===== src/rtl/fifo_burst_drain.sv =====
// Read-side burst drain for an async FIFO, living in the rd_clk domain.
// Watches the FIFO flags, issues reads, captures the registered read data
// into a two-entry skid buffer and presents it as a valid/ready stream.
// Words are grouped into bursts of BURST_LEN, tagged with m_first/m_last.
// A partial burst is flushed after the FIFO sits short of a full burst
// for TIMEOUT cycles.
module fifo_burst_drain #(
  parameter int D_LENGTH  = 8,
  parameter int BURST_LEN = 4,
  parameter int TIMEOUT   = 16
) (
  input  logic                rd_clk,
  input  logic                reset_n,
  input  logic                f_empty,
  input  logic                f_almost_empty,
  output logic                fifo_rd_en,
  input  logic [D_LENGTH-1:0] fifo_data,
  output logic [D_LENGTH-1:0] m_data,
  output logic                m_valid,
  input  logic                m_ready,
  output logic                m_first,
  output logic                m_last,
  output logic                busy
);

  localparam logic [7:0] LP_BURST   = 8'(BURST_LEN);
  localparam logic [7:0] LP_TIMEOUT = 8'(TIMEOUT);
  localparam logic [7:0] LP_TMAX    = 8'(TIMEOUT - 1);

  typedef enum logic [2:0] {
    S_IDLE  = 3'd0,
    S_WAIT  = 3'd1,
    S_BURST = 3'd2,
    S_FLUSH = 3'd3,
    S_DRAIN = 3'd4
  } state_t;

  state_t r_state;
  state_t w_state_next;

  logic [7:0] r_rd_cnt;
  logic [7:0] w_rd_cnt_next;
  logic [7:0] r_tmr;
  logic [7:0] w_tmr_next;

  // One read may be in flight: its data shows up on fifo_data next cycle.
  // The tags decided at issue time travel alongside it.
  logic r_inflight;
  logic r_if_first;
  logic r_if_last;
  logic w_issue_first;
  logic w_issue_last;

  // Two-entry output buffer; data and tags are stored together so that
  // m_first/m_last always stay attached to their word.
  logic [D_LENGTH-1:0] r_buf_data  [2];
  logic                r_buf_first [2];
  logic                r_buf_last  [2];
  logic                r_wr_ptr;
  logic                r_rd_ptr;
  logic [1:0]          r_buf_cnt;

  logic       w_push;
  logic       w_pop;
  logic       w_cap_last;
  logic [1:0] w_occ;
  logic       w_credit;
  logic       w_rd_ok;

  assign w_push = r_inflight;
  assign w_pop  = m_valid && m_ready;

  // A flushed word is closed off either when the burst count is reached or
  // when the FIFO has run dry by the time the word lands.
  assign w_cap_last = r_if_last ||
                      ((r_state == S_FLUSH) && ((r_rd_cnt == LP_BURST) || f_empty));

  // Occupancy after this edge: a word leaving on this cycle frees its slot,
  // which is what lets a held-high m_ready sustain one word per cycle.
  assign w_occ    = r_buf_cnt + {1'b0, r_inflight} - {1'b0, w_pop};
  assign w_credit = (w_occ < 2'd2);
  assign w_rd_ok  = !f_empty && w_credit;

  assign m_valid = (r_buf_cnt != 2'd0);
  assign m_data  = r_buf_data[r_rd_ptr];
  assign m_first = m_valid && r_buf_first[r_rd_ptr];
  assign m_last  = m_valid && r_buf_last[r_rd_ptr];
  assign busy    = (r_state != S_IDLE);

  // State, burst counter and wait timer registers.
  always_ff @(posedge rd_clk or negedge reset_n) begin
    if (!reset_n) begin
      r_state  <= S_IDLE;
      r_rd_cnt <= 8'd0;
      r_tmr    <= 8'd0;
    end else begin
      r_state  <= w_state_next;
      r_rd_cnt <= w_rd_cnt_next;
      r_tmr    <= w_tmr_next;
    end
  end

  // Next-state, read issue and issue-time tagging.
  always_comb begin
    w_state_next  = r_state;
    w_rd_cnt_next = r_rd_cnt;
    w_tmr_next    = r_tmr;
    fifo_rd_en    = 1'b0;
    w_issue_first = 1'b0;
    w_issue_last  = 1'b0;

    case (r_state)
      S_IDLE: begin
        if (!f_empty && !f_almost_empty) begin
          w_state_next = S_BURST;
        end else if (!f_empty) begin
          w_state_next = S_WAIT;
          w_tmr_next   = 8'd0;
        end
      end

      S_WAIT: begin
        if (r_tmr < LP_TIMEOUT) begin
          w_tmr_next = r_tmr + 8'd1;
        end
        // A FIFO that drains under us needs no flush, so empty wins over
        // the timeout.
        if (!f_almost_empty) begin
          w_state_next = S_BURST;
        end else if (f_empty) begin
          w_state_next = S_IDLE;
        end else if (r_tmr == LP_TMAX) begin
          w_state_next = S_FLUSH;
        end
      end

      S_BURST: begin
        // An empty FIFO simply stalls the burst; there is no timeout here.
        if (w_rd_ok && (r_rd_cnt < LP_BURST)) begin
          fifo_rd_en    = 1'b1;
          w_issue_first = (r_rd_cnt == 8'd0);
          w_issue_last  = (r_rd_cnt == LP_BURST - 8'd1);
          w_rd_cnt_next = r_rd_cnt + 8'd1;
          if (r_rd_cnt == LP_BURST - 8'd1) begin
            w_state_next = S_DRAIN;
          end
        end
      end

      S_FLUSH: begin
        // Single-issue: the last tag depends on f_empty at capture time, so
        // the next read waits until the previous word has landed.
        if (r_inflight) begin
          if (w_cap_last) begin
            w_state_next = S_DRAIN;
          end
        end else if (w_rd_ok && (r_rd_cnt < LP_BURST)) begin
          fifo_rd_en    = 1'b1;
          w_issue_first = (r_rd_cnt == 8'd0);
          w_rd_cnt_next = r_rd_cnt + 8'd1;
        end
      end

      S_DRAIN: begin
        if ((r_buf_cnt == 2'd0) && !r_inflight) begin
          w_state_next  = S_IDLE;
          w_rd_cnt_next = 8'd0;
        end
      end

      default: begin
        w_state_next = S_IDLE;
      end
    endcase
  end

  // Track the read in flight together with its issue-time tags.
  always_ff @(posedge rd_clk or negedge reset_n) begin
    if (!reset_n) begin
      r_inflight <= 1'b0;
      r_if_first <= 1'b0;
      r_if_last  <= 1'b0;
    end else begin
      r_inflight <= fifo_rd_en;
      r_if_first <= w_issue_first;
      r_if_last  <= w_issue_last;
    end
  end

  // Capture returning read data with its tags into the output buffer.
  always_ff @(posedge rd_clk or negedge reset_n) begin
    if (!reset_n) begin
      r_buf_data[0]  <= '0;
      r_buf_data[1]  <= '0;
      r_buf_first[0] <= 1'b0;
      r_buf_first[1] <= 1'b0;
      r_buf_last[0]  <= 1'b0;
      r_buf_last[1]  <= 1'b0;
    end else if (w_push) begin
      r_buf_data[r_wr_ptr]  <= fifo_data;
      r_buf_first[r_wr_ptr] <= r_if_first;
      r_buf_last[r_wr_ptr]  <= w_cap_last;
    end
  end

  // Buffer pointers and occupancy count.
  always_ff @(posedge rd_clk or negedge reset_n) begin
    if (!reset_n) begin
      r_wr_ptr  <= 1'b0;
      r_rd_ptr  <= 1'b0;
      r_buf_cnt <= 2'd0;
    end else begin
      if (w_push) begin
        r_wr_ptr <= ~r_wr_ptr;
      end
      if (w_pop) begin
        r_rd_ptr <= ~r_rd_ptr;
      end
      r_buf_cnt <= r_buf_cnt + {1'b0, w_push} - {1'b0, w_pop};
    end
  end

endmodule


===== config.mk =====
export PLATFORM = sky130hd
export DESIGN_NAME = fifo_burst_drain
export DESIGN_NICKNAME = d
export VERILOG_FILES = /design/src/rtl/fifo_burst_drain.sv
export SDC_FILE = /design/constraint.sdc
export NUM_CORES = 1
export LEC_CHECK = 0
export ABC_AREA = 1
export ABC_CLOCK_PERIOD_IN_PS = 3500
export CORE_UTILIZATION = 35
export CTS_CLUSTER_DIAMETER = 40
export DETAILED_ROUTE_END_ITERATION = 16
export GPL_TIMING_DRIVEN = 0
export HOLD_SLACK_MARGIN = 0.15
export PLACE_DENSITY_LB_ADDON = 0.12
export SKIP_CTS_REPAIR_TIMING = 1
export SYNTH_ARGS = -nofsm -noshare
export SYNTH_HDL_FRONTEND = slang
export SYNTH_SLANG_ARGS = --single-unit

===== constraint.sdc =====
create_clock -name rd_clk -period 3.5 [get_ports rd_clk]
set_input_delay 1.05 -clock rd_clk [delete_from_list [all_inputs] [get_ports rd_clk]]
set_output_delay 1.05 -clock rd_clk [all_outputs]
set_load 0.005 [all_outputs]

* Word-level counts from Yosys, hierarchy flattened
Index checks and enable logic that the tools add are counted.
** Storage, ports and cells
- Bits in registers :: 46
- Bits of input ports :: 13
- Output and inout port bits :: 13
** Operators by class
- Add/sub/neg operators :: 4
- $lt $le $gt $ge :: 6
- Equality and inequality tests :: 18
- Mux-type cells :: 43
- Bitwise gates (word level) :: 4
- Reductions and logical operators :: 24
** Operator list (number)
- $mux 8 :: 10
- $mux 3 :: 10
- $pmux 8 s3 :: 1
- $ne 2x2->1 const B :: 9
- $add 8x1->8 const B :: 2
- $bwmux 16 :: 1
- $pmux 8 s2 :: 1
- $pmux 3 s5 :: 1
- $mux 1 :: 13
- $logic_and 1x1->1 :: 9
- $demux 8 s1 :: 1
- $eq 8x2->1 const B :: 1
- $eq 8x3->1 const B :: 1
- $eq 8x4->1 const B :: 1
- $logic_not 8->1 :: 1
- $lt 8x3->1 const B :: 1
- $lt 8x5->1 const B :: 1
- $reduce_and 7->1 :: 1
- $eq 3x2->1 const B :: 2
- $reduce_bool 3->1 :: 2
- $bwmux 2 :: 2
- $ge 2x2->1 const B :: 2
- $ne 4x4->1 const B :: 1
- $not 1->2 :: 2
- other kinds (17) :: 23

* Logic depth before layout (Yosys ltp)
- Word-level depth :: 9
- Gate-level depth with buffers :: 18
- Mapped depth without buffers :: 18

* Least setup slack after synthesis
No wires, ideal clock.
- Path kind :: input to output
- Start :: input port m_ready
- End :: output port fifo_rd_en
- Arrival :: 2.200 ns
- Data required time :: 2.450 ns
- Path slack :: 0.250 ns
- Cell stages on the path :: 14
- Path buffers :: 0
- Cell sequence :: nand2_1 > inv_1 > ha_1 > inv_1 > ha_1 > inv_1 > nand2_1 > nand2_1 > nand2_1 > nand2_1 > nand2_1 > nor2_2 > nand2_2 > inv_2
** Between the ends
- Cells in the longest elaborated chain, start to end :: 8
** RTL lines
- start, declared :: RTL line 20 : input logic m_ready,
- $logic_and 1x1->1 * :: RTL line 71 : assign w_pop = m_valid && m_ready;
- net w_pop :: RTL line 64 : logic w_pop;
- $sub 2x1->2 * :: RTL line 80 : assign w_occ = r_buf_cnt + {1'b0, r_inflight} - {1'b0, w_pop};
- $lt 2x2->1 * :: RTL line 81 : assign w_credit = (w_occ < 2'd2);
- $logic_and 1x1->1 * :: RTL line 82 : assign w_rd_ok = !f_empty && w_credit;
- $logic_and 1x1->1 * :: RTL line 139, 157
- $mux 1 * :: RTL line 139, 157
- $mux 1 :: RTL line 153 : if (r_inflight) begin
- $pmux 1 s2 * :: RTL line 112 : case (r_state)
- end, declared :: RTL line 16 : output logic fifo_rd_en,
The timed path passes the listed nets; every way through them passes the cells marked *.

* Worst setup path after layout
Ends and elaborated chain as after synthesis.

==> results_dict.tcl <==
set metrics [dict create \
    cap_viol_max_count 0 \
    p_leak_uw 0.001393 \
    final_nets 321 \
    critPathArrivalTime_ns 2.40 \
    holdWs_ns 0.4899 \
    dr.pass1.iters 4 \
    yosysWarningCount 0 \
    relSlewSlack_pct 67.08 \
    area_growth_pct 23.35 \
    syn_nets 286 \
    cts_tree "yes" \
    crit_required_ns 2.45 \
    io_buffers 25 \
    final_cell_area_um2 2803 \
    drv_slew 0 \
    yosysSeqAreaShare_pct 50.66 \
    totalWireLength_um 4571 \
    grt_start_max_net_pins 29 \
    fin_util_pct 45.98 \
    grt_pass1_vias 1698 \
    postSynthCellCount 268 \
    setup_viol 0 \
    viasPerCell 4.583 \
    htree_levels 2 \
    yosys.cell_types.count 34 \
    cts.sink_count 46 \
    detail_route.iter0.violations 80 \
    fillers 619 \
    fmax_mhz 289.7 \
    vias 1737 \
    synth_area_leaders "dfrtp_1 (51%), nand2_1 (13%), inv_1 (4.8%)" \
    synth_top_area_share_pct 50.66 \
    ir_drop_v 0.0003374 \
    placementRows 28 \
    grt_pass1_wl_um 7831 \
    die_w_um 82.57 \
    initial_core_util_pct 37.27 \
    routedWlPerCell_um 12.06 \
    fin_cells 379 \
    gr-total-overflow 0 \
    power_density_nw_per_um2 786.1 \
    root_buffer "clkbuf_8" \
    placed_cells 369 \
    die-area_um2 6818 \
    die-height_um 82.57 \
    dpl_cell_area_um2 2631 \
    hp-class "register to register" \
    netlist_area_um2 2272 \
    status "completed" \
    drive_gt1_share_pct 17.43 \
    ant_nets 0 \
    grt_usage_pct 15.53 \
    synth_area_per_cell_um2 8.478 \
    clockBufferDepth 2 \
    crit_fanout 3 \
    hpwl_um 3214 \
    antenna_found_initial 0 \
    finalWorstPathRequiredPeriod_ns 3.451 \
    hold_violations 0 \
    path_clk_slew_ns 0.08 \
    endpoint_kind "primary output" \
    worst_setup_path_start_kind "primary input" \
    clk_latency_ns 0.30 \
    path_class "primary input to primary output" \
    pre_cts_slack_ns -0.8164 \
    yosysTopAreaCell "dfrtp_1" \
    remaining_drc_errors 0 \
    routabilityCongestion 0.7624 \
    core_area_um2 6096 \
    ys_seq_elements 46 \
    numCtsBuffers 5 \
    setup_ws_ns 0.04872 \
    io_pins 26 \
    tightest_slew_ns 0.4938 \
    rsz0062_at_grt "true" \
    finalClockSkew_ns 0.006493 \
    n_antenna_cell 0 \
    post-route-period-util_pct 98.61 \
]
## stage by stage
| step | TNS (ns) | total power, uW |
|---|---|---|
| final | 0 | 2203 |
| after global routing | -0.07639 | 2418 |
| after CTS | -0.8217 | 2188 |
| after detailed placement | -0.8164 | 1778 |
| after global placement | -1.202 | 1758 |
| after floorplan | 0 | 1417 |
## worst max-delay path: stages
cell and delay [ns]:
buf_6 0.09, nand2_4 0.05, inv_2 0.04, ha_4 0.25, inv_2 0.03, ha_4 0.15, inv_2 0.04, nand2_2 0.05
nand2_1 0.05, nand2_1 0.06, nand2_2 0.10, nand2_2 0.06, nor2_2 0.11, nand2_2 0.09, inv_2 0.07, clkbuf_2 0.10
## sequential cells by signal, indices dropped and copies added (netlist names)
signal       flops
r_buf_last       2
r_buf_data      16
r_buf_first      2
r_tmr            8
r_buf_cnt        2
r_state          3
r_rd_cnt         8
r_if_last        1
r_wr_ptr         1
r_rd_ptr         1
r_if_first       1
r_inflight       1
## final cells by class
cell class	instances	area [um^2]	area share, %
Clock inverter	2	37.54	1.339
Sequential cell	46	1151	41.07
Clock buffer	6	72.57	2.589
Timing Repair Buffer	28	279.0	9.955
Inverter	36	135.1	4.821
Buffer	5	27.53	0.9821
Tap cell	75	93.84	3.348
Multi-Input combinational cell	181	1006	35.89
## cells in the final DEF, fill, tap and decap left out, drive strengths merged, types with 2 or more instances in the layout
| cell type | n |
|---|---|
| a31oi | 2 |
| o21ai | 22 |
| nand2 | 86 |
| ha | 5 |
| a21oi | 5 |
| buf | 6 |
| nand3 | 9 |
| nand4 | 6 |
| clkdlybuf4s50 | 21 |
| nor2 | 31 |
| xor2 | 2 |
| and2 | 4 |
| clkbuf | 11 |
| o31ai | 2 |
| nor3 | 2 |
| inv | 35 |
| dfrtp | 46 |
## synth_stat cells (all sizes together)
library cell and n:
clkinv 1, nor3 2, o21ai 22, ha 5, xnor2 1, nor2 31
dfrtp 46, or2 1, and2 4, inv 35, a21oi 5, nand3 9
buf 1, a22oi 1, a31oi 2, nand2 86, nand4 6, a22o 1
nand3b 1, clkbuf 4, o31ai 2, xor2 2
## metal layers
layer | wire, um | vias up | track usage, %
met5 | 0 | - | 0
met4 | 74 | 0 | 5.690
met3 | 149 | 6 | 3.297
met2 | 2007 | 32 | 24.21
met1 | 2339 | 792 | 21.20
li1 | - | 907 | -
## final timing paths
check,startpoint,endpoint,slack [ns],cells after the start
max,m_ready,fifo_rd_en,0.05,16
min,r_buf_data[8],r_buf_data[8],0.49,2
max reg2reg,r_buf_cnt[0],r_rd_cnt[5],1.33,17
min reg2reg,r_buf_data[8],r_buf_data[8],0.49,2
max in group asynchronous,reset_n,r_buf_cnt[1],2.30,2
min in group asynchronous,reset_n,r_buf_data[6],0.68,1
## cell families (layout without fill, tap and decap cells)
logic type / after synthesis / in the layout / synth area share [%]
and+or+nand+nor: 140 / 140 / 30.01
adders and majority gates: 5 / 5 / 2.753
DFF: 46 / 46 / 50.66
AOI/OAI and AO/OA: 33 / 33 / 8.260
buffers and inverters: 41 / 77 / 7.158
xor gates and xnor gates: 3 / 3 / 1.157
## where the power goes
group          total (uW)  internal, uW  switching (uW)
combinational         974           454             520
clock                 398           213             185
sequential            831           708             123
Note: power is estimated with default switching activity, not from simulation.
